[src/rtl/rv32i_types.sv]
// Shared RV32I pipeline types: pipeline_ctrl sequencer states and register constants.
package rv32i_types;

   typedef enum logic [1:0] {
      S_WAIT_BOTH = 2'd0,
      S_WAIT_D    = 2'd1,
      S_WAIT_I    = 2'd2
   } pipe_ctrl_state_t;

   localparam logic [4:0] REG_ZERO = 5'd0;

endpackage

[src/rtl/hazard_detect.sv]
// Load-use hazard comparator: ID source against an EX-stage load destination.
module hazard_detect
   import rv32i_types::*;
(
   input  logic [4:0] id_rs1,
   input  logic [4:0] id_rs2,
   input  logic       id_uses_rs1,
   input  logic       id_uses_rs2,
   input  logic [4:0] ex_rd,
   input  logic       ex_is_load,
   output logic       lu_hazard
);

   logic rs1_hit;
   logic rs2_hit;

   always_comb begin
      rs1_hit   = id_uses_rs1 && (id_rs1 == ex_rd);
      rs2_hit   = id_uses_rs2 && (id_rs2 == ex_rd);
      // x0 is never a real dependency, even when a load names it.
      lu_hazard = ex_is_load && (ex_rd != REG_ZERO) && (rs1_hit || rs2_hit);
   end

endmodule

[src/rtl/pipeline_ctrl.sv]
// Stall/flush sequencer for the five-stage RV32I pipeline.
// Optional performance counters are built when PIPE_CTRL_PERF_EN is defined.
module pipeline_ctrl
   import rv32i_types::*;
(
   input  logic       clk,
   input  logic       rst_n,
   input  logic       imem_resp,
   input  logic       dmem_req,
   input  logic       dmem_resp,
   input  logic [4:0] id_rs1,
   input  logic [4:0] id_rs2,
   input  logic       id_uses_rs1,
   input  logic       id_uses_rs2,
   input  logic [4:0] ex_rd,
   input  logic       ex_is_load,
   input  logic       mem_br_mispredict,
   output logic       imem_read,
   output logic       dmem_go,
   output logic       pc_load,
   output logic       if_id_load,
   output logic       id_ex_load,
   output logic       ex_mem_load,
   output logic       mem_wb_load,
   output logic       if_id_flush,
   output logic       id_ex_flush,
   output logic       ex_mem_flush
`ifdef PIPE_CTRL_PERF_EN
   ,
   output logic [31:0] perf_stall_cycles,
   output logic [31:0] perf_flushes,
   output logic [31:0] perf_lu_stalls
`endif
);

   pipe_ctrl_state_t state_q;
   pipe_ctrl_state_t state_d;

   logic i_ok;
   logic d_ok;
   logic adv;
   logic go;
   logic lu_hazard;

   hazard_detect u_hazard_detect (
      .id_rs1      (id_rs1),
      .id_rs2      (id_rs2),
      .id_uses_rs1 (id_uses_rs1),
      .id_uses_rs2 (id_uses_rs2),
      .ex_rd       (ex_rd),
      .ex_is_load  (ex_is_load),
      .lu_hazard   (lu_hazard)
   );

   always_ff @(posedge clk or negedge rst_n) begin
      if (!rst_n) state_q <= S_WAIT_BOTH;
      else        state_q <= state_d;
   end

   always_comb begin
      i_ok = imem_resp || (state_q == S_WAIT_D);
      d_ok = !dmem_req || dmem_resp || (state_q == S_WAIT_I);
      adv  = i_ok && d_ok;
      // Outputs are forced quiet while reset is held, independent of state.
      go   = adv && rst_n;

      state_d = state_q;
      if (adv)
         state_d = S_WAIT_BOTH;
      else if (imem_resp && !d_ok)
         state_d = S_WAIT_D;
      else if (dmem_req && dmem_resp && !i_ok)
         state_d = S_WAIT_I;

      imem_read    = rst_n && (state_q != S_WAIT_D);
      dmem_go      = rst_n && dmem_req && (state_q != S_WAIT_I);
      pc_load      = 1'b0;
      if_id_load   = 1'b0;
      id_ex_load   = 1'b0;
      ex_mem_load  = 1'b0;
      mem_wb_load  = 1'b0;
      if_id_flush  = 1'b0;
      id_ex_flush  = 1'b0;
      ex_mem_flush = 1'b0;

      if (go) begin
         id_ex_load  = 1'b1;
         ex_mem_load = 1'b1;
         mem_wb_load = 1'b1;
         if (mem_br_mispredict) begin
            pc_load      = 1'b1;
            if_id_load   = 1'b1;
            if_id_flush  = 1'b1;
            id_ex_flush  = 1'b1;
            ex_mem_flush = 1'b1;
         end else if (lu_hazard) begin
            // Hold PC and IF/ID so the dependent instruction is re-presented.
            id_ex_flush = 1'b1;
         end else begin
            pc_load    = 1'b1;
            if_id_load = 1'b1;
         end
      end
   end

`ifdef PIPE_CTRL_PERF_EN
   always_ff @(posedge clk or negedge rst_n) begin
      if (!rst_n) begin
         perf_stall_cycles <= '0;
         perf_flushes      <= '0;
         perf_lu_stalls    <= '0;
      end else begin
         if (!adv)
            perf_stall_cycles <= perf_stall_cycles + 32'd1;
         if (adv && mem_br_mispredict)
            perf_flushes <= perf_flushes + 32'd1;
         if (adv && lu_hazard && !mem_br_mispredict)
            perf_lu_stalls <= perf_lu_stalls + 32'd1;
      end
   end
`endif

endmodule

[config.mk]
export PLATFORM = sky130hd
export DESIGN_NAME = pipeline_ctrl
export DESIGN_NICKNAME = d
export VERILOG_FILES = /design/src/rtl/rv32i_types.sv /design/src/rtl/hazard_detect.sv /design/src/rtl/pipeline_ctrl.sv
export SDC_FILE = /design/constraint.sdc
export NUM_CORES = 1
export LEC_CHECK = 0
export BUFFER_PORTS_ARGS = -buffer_cell sky130_fd_sc_hd__clkbuf_2
export CAP_MARGIN = 20
export CORE_AREA = 5 5 42 44
export CTS_CLUSTER_DIAMETER = 120
export DETAILED_ROUTE_END_ITERATION = 8
export DIE_AREA = 0 0 47 49
export PLACE_DENSITY = 0.62
export SLEW_MARGIN = 20
export SYNTH_ARGS = -nofsm -noshare
export SYNTH_HDL_FRONTEND = slang
export SYNTH_SLANG_ARGS = --single-unit
[constraint.sdc]
create_clock -name clk -period 3.1 [get_ports clk]
set_input_delay 0.155 -clock clk [delete_from_list [all_inputs] [get_ports clk]]
set_output_delay 0.155 -clock clk [all_outputs]
set_load 0.05 [all_outputs]
Word level (Yosys, flattened, before mapping)

Index checks and enable logic that the tools add are counted.

Reduce and logical (&&, ||, !) cells: 21
Equal/unequal tests: 6
Muxes and demuxes: 12

Operators with widths:

| operator                                             | count |
|---|---|
| logical AND 1 bit                                    | 12 |
| equality test 5 bit                                  | 2 |
| two-way mux 1 bit                                    | 9 |
| two-way mux 2 bit                                    | 3 |
| nonzero test 5 bit                                   | 1 |
| logical OR 1 bit                                     | 4 |
| logical NOT 1 bit                                    | 3 |
| nonzero test 3 bit                                   | 1 |
| equality test 2 x 1 -> 1 bit (second input constant) | 1 |
| equality test 2 bit (second input constant)          | 1 |
| != test 2 x 1 -> 1 bit (second input constant)       | 1 |
| != test 2 bit (second input constant)                | 1 |

Output and inout port bits: 10
Logic and storage cells: 40
Bits of input ports: 24
Register bits: 2

Longest topological paths before layout

Depth after elaboration: 7
Mapped depth: 6
Depth with buffers taken out: 5

Modules after synthesis

From an unflattened synthesis, not the netlist that was laid out.

Cells, all modules: 44
Area, all modules: 344.1 µm²

Modules (own cells, without submodules):

| module        | instances | area an instance (µm²) | cells an instance | seq. area each (µm²) |
|---|---|---|---|---|
| pipeline_ctrl | 1         | 210.2                  | 27                | 50.0 |
| hazard_detect | 1         | 133.9                  | 17                | 0.0 |

Worst setup path after synthesis

Ideal clock, no wire load.

Path kind: register -> output
From: register state_q[0]
To: output port id_ex_flush
Buffers on the path: 0
Setup slack: 0.888 ns
Data required time: 2.945 ns
Cell stages (with the launch flop): 5
Arrival time: 2.057 ns
Cells stage by stage: dfrtp_1 -> nand2b_1 -> a21boi_0 -> o21ai_0 -> o31ai_1

Cells in the longest elaborated chain, start to end: 5
Elaborated cells between the ends (all ways): 7
Classes of those cells: eq/ne (2); mux (1); reduce/logical (4)

RTL lines:

| element                                                                    | line                                     | text |
|---|---|---|
| start: declaration                                                         | pipeline_ctrl.sv:36                      | `pipe_ctrl_state_t state_q;` |
| start signal: assignment                                                   | pipeline_ctrl.sv:57                      | `else state_q <= state_d;` |
| equality test 2 x 1 -> 1 bit / equality test 2 bit (equally long branches) | pipeline_ctrl.sv:61, pipeline_ctrl.sv:62 |  |
| logical OR 1 bit, on equally long branches                                 | pipeline_ctrl.sv:61, pipeline_ctrl.sv:62 |  |
| logical AND 1 bit *                                                        | pipeline_ctrl.sv:63                      | `adv = i_ok && d_ok;` |
| logical AND 1 bit *                                                        | pipeline_ctrl.sv:65                      | `go = adv && rst_n;` |
| two-way mux 1 bit *                                                        | pipeline_ctrl.sv:86                      | `if (go) begin` |
| end: declaration                                                           | pipeline_ctrl.sv:26                      | `output logic id_ex_flush,` |

Mark *: on every way between the ends. The rest lies on a longest branch, timed or not.

Worst setup path after layout

From: register state_q[0]
To: output port pc_load

Cells in the longest elaborated chain, start to end: 5
Elaborated cells between the ends (all ways): 7
Classes of those cells: eq/ne (2); mux (1); reduce/logical (4)

RTL lines:

| element                                                                    | line                                     | text |
|---|---|---|
| equality test 2 x 1 -> 1 bit / equality test 2 bit (equally long branches) | pipeline_ctrl.sv:61, pipeline_ctrl.sv:62 |  |
| logical OR 1 bit, on equally long branches                                 | pipeline_ctrl.sv:61, pipeline_ctrl.sv:62 |  |
| logical AND 1 bit *                                                        | pipeline_ctrl.sv:63                      |  |
| logical AND 1 bit *                                                        | pipeline_ctrl.sv:65                      |  |
| two-way mux 1 bit *                                                        | pipeline_ctrl.sv:86                      |  |
| end: declaration                                                           | pipeline_ctrl.sv:20                      | `output logic pc_load,` |

Marked as above.

==> flow_metrics.env <==
export IMPL_antenna_found_initial=0
export IMPL_grt_pass1_wl_um=1510
export IMPL_slew_headroom_pct=81.2
export IMPL_pwr_share_clk_pct=33.7
export IMPL_pre_cts_ws_ps=1460
export IMPL_drive_gt1_share_pct=49.3
export IMPL_syn_to_final_growth_pct=57.0
export IMPL_synth_edf_count=0
export IMPL_top_regs="state_q: 2 flops"
export IMPL_async_flop_share_pct=100
export IMPL_fin_crit_sh_pct=60.3
export IMPL_placedCellCount=87
export IMPL_num_vias=404
export IMPL_stdcell_count=91
export IMPL_synth_common_cells="xor2_1, buf_4, inv_1, nor2_1"
export IMPL_route_met2_wl_um=502
export IMPL_regMostFlops="state_q"
export IMPL_synth_warnings=0
export IMPL_synth_seq_cells=2
export IMPL_row_count=14
export IMPL_wire_per_inst_um=10.2
export IMPL_grt_util_all_layers_pct=8.52
export IMPL_critical_path_class="reg2out"
export IMPL_worst_hold_startpoint="imem_resp"
export IMPL_p_leak_nw=0.282
export IMPL_cts_tree="built"
export IMPL_core_um2=1400
export IMPL_die_h_um=49
export IMPL_multiInputGateArea_um2=238
export IMPL_setup_ws_ps=1230
export IMPL_setup_worst_path_end_class="primary output"
export IMPL_fillerInstances=160
export IMPL_synth_nets=66
export IMPL_drc=0
export IMPL_wl_met1_um=332
export IMPL_seq_area_frac_synth_pct=15.2
export IMPL_power_density_nw_per_um2=335
export IMPL_synth_most_common_cell="xor2_1"
export IMPL_first_iter_violations=3
export IMPL_grt_overflow_total=0
export IMPL_largest_register_ffs=2
export IMPL_worstPathMaxFanout=4
export IMPL_top_layer="met3"
export IMPL_peakVddDrop_mv=0.217
export IMPL_gp_congestion=0.800
export IMPL_grt_max_degree=7
export IMPL_fin_nets=101
export IMPL_start_kind="flop"
export IMPL_rsz0062_at_grt="no"
export IMPL_finalInstanceArea_um2=517
export IMPL_routed_wl_um=927
export IMPL_dr_wl_met3_um=92
export IMPL_finClkSkew_ps=7.99
export IMPL_ys_flop_type="dfrtp_1"
export IMPL_antenna_cells=0
export IMPL_period_minus_slack_ps=1870
export IMPL_clockBufferDepth=2
export IMPL_maxCapViolCount=0
export IMPL_fin_setup_tns_ps=0
export IMPL_synth_cell_area_um2=329
export IMPL_root_buffer="clkbuf_4"
export IMPL_place_area_um2=484
export IMPL_dieWidth_um=47
export IMPL_htreeDepth=1
export IMPL_min_path_type="in2reg"
export IMPL_ant_nets=0
export IMPL_hold_violations=0
export IMPL_clkSlewWorstSetupHoldPaths_ps=30
export IMPL_synth_top_area_share_pct=21.3
export IMPL_regArea_um2=50.0
export IMPL_synthTopCellsByArea="xor2_1, dfrtp_1, buf_4, xnor2_1, nand2b_1"
export IMPL_cp_required_ps=2940
export IMPL_cts_made_buffers=3
export IMPL_crit_start="state_q[0]"
export IMPL_outcome="complete, no violations"
export IMPL_ys_types=24
export IMPL_synth_cells=42
export IMPL_final_max_slew_violation_count=0
export IMPL_p_int_mw=0.101
export IMPL_synth_top_cell_by_area="xor2_1"
export IMPL_power_frac_comb_pct=49.3
export IMPL_fmax_mhz=535
export IMPL_first_pass_iters=2
export IMPL_seq_power_share_pct=17.1
export IMPL_io_pins=34
export IMPL_die_area_um2=2300
export IMPL_p_sw_mw=0.0721
export IMPL_viasPerCell=4.44
export IMPL_timing_rr_start="state_q[1]"
export IMPL_cts_repair_resized=0
export IMPL_insertion_delay_ps=230
export IMPL_worst_endpoint_arrival_ps=1710
export IMPL_cts_sinks=2
export IMPL_grt_pass1_vias=379
export IMPL_dp_hpwl_um=853
export IMPL_syn_area_per_cell_um2=7.83
export IMPL_sw_frac_of_total_pct=41.7
export IMPL_finalSetupViolCount=0
export IMPL_worstMarginPinSlew_ps=280
export IMPL_initial_core_util_pct=23.5
export IMPL_portBuffers=33
area by class of cell:
type | instances | share of cell area (%)
multi-input combinational | 33 | 46.0
timing repair buffer | 34 | 33.9
sequential | 2 | 9.69
clock buffer | 3 | 4.36
tap | 16 | 3.87
inverter | 3 | 2.18
critical path, cell delays in order (launching register included):
cell and delay, ps:
dfrtp_1 380, nand2b_1 160, a21boi_0 210, o21ai_0 170, inv_1 130, o31a_1 160, clkbuf_2 280
kinds of logic (layout without fill, tap and decap cells):
family,after synthesis,in the layout,synth area share [%]
flops,2,2,15.2
xor+xnor,10,10,26.6
simple gates,13,13,25.5
compound gates,10,10,20.2
buf+inv,7,40,12.5
layer usage:
layer  track usage [%]  vias to the layer above
li1                  -                      210
met2              14.3                       16
met4              2.76                        0
met3              2.95                        0
met1              9.67                      178
met5                 0                        -
stage by stage:
| stage | utilization (%) | power [mW] | hold WS (ps) |
|---|---|---|---|
| after floorplan | - | 0.0893 | -141 |
| after global placement | 34.6 | 0.115 | -32.1 |
| after detailed placement | 34.6 | 0.115 | -30.6 |
| after CTS | 36.9 | 0.176 | 141 |
| after global routing | 36.9 | 0.188 | 164 |
| final | 36.9 | 0.173 | 143 |
power groups by stage:
stage	clock network [mW]	logic, mW	registers [mW]
2_1_floorplan	0	0.0599	0.0295
3_3_place_gp	0	0.0849	0.0298
3_5_place_dp	0	0.0854	0.0298
4_1_cts	0.0603	0.0865	0.0295
5_1_grt	0.0644	0.0938	0.0298
6_report	0.0582	0.0853	0.0296
cell usage in the layout (no fill, tap or decap), drive strengths merged:
cell type and count:
a21oi 1, nand3b 1, xor2 8, o31a 1
o31ai 1, a32oi 1, nor2 3, nand2b 2
dlygate4sd3 1, dfrtp 2, a31oi 1, nor4 2
and2b 1, or4 1, and3 1, clkbuf 36
o21ai 3, xnor2 2, inv 3, and2 2
a21boi 1, o211ai 1
final timing paths:
kind                               to  slack [ps]  depth (start not counted)
setup / recovery              pc_load        1230                          6
hold / removal             state_q[1]         140                          2
setup reg to reg           state_q[0]        2380                          2
hold reg to reg            state_q[1]         560                          2
max in group asynchronous  state_q[1]        2690                          2
min in group asynchronous  state_q[0]         270                          2
timing repair:
action / 4_1_cts / 5_1_grt
setup buffers: 0 / 0
hold endpoints to repair: 2 / 0
hold buffers: 1 / 0
Note: power is estimated with default switching activity, not from simulation.
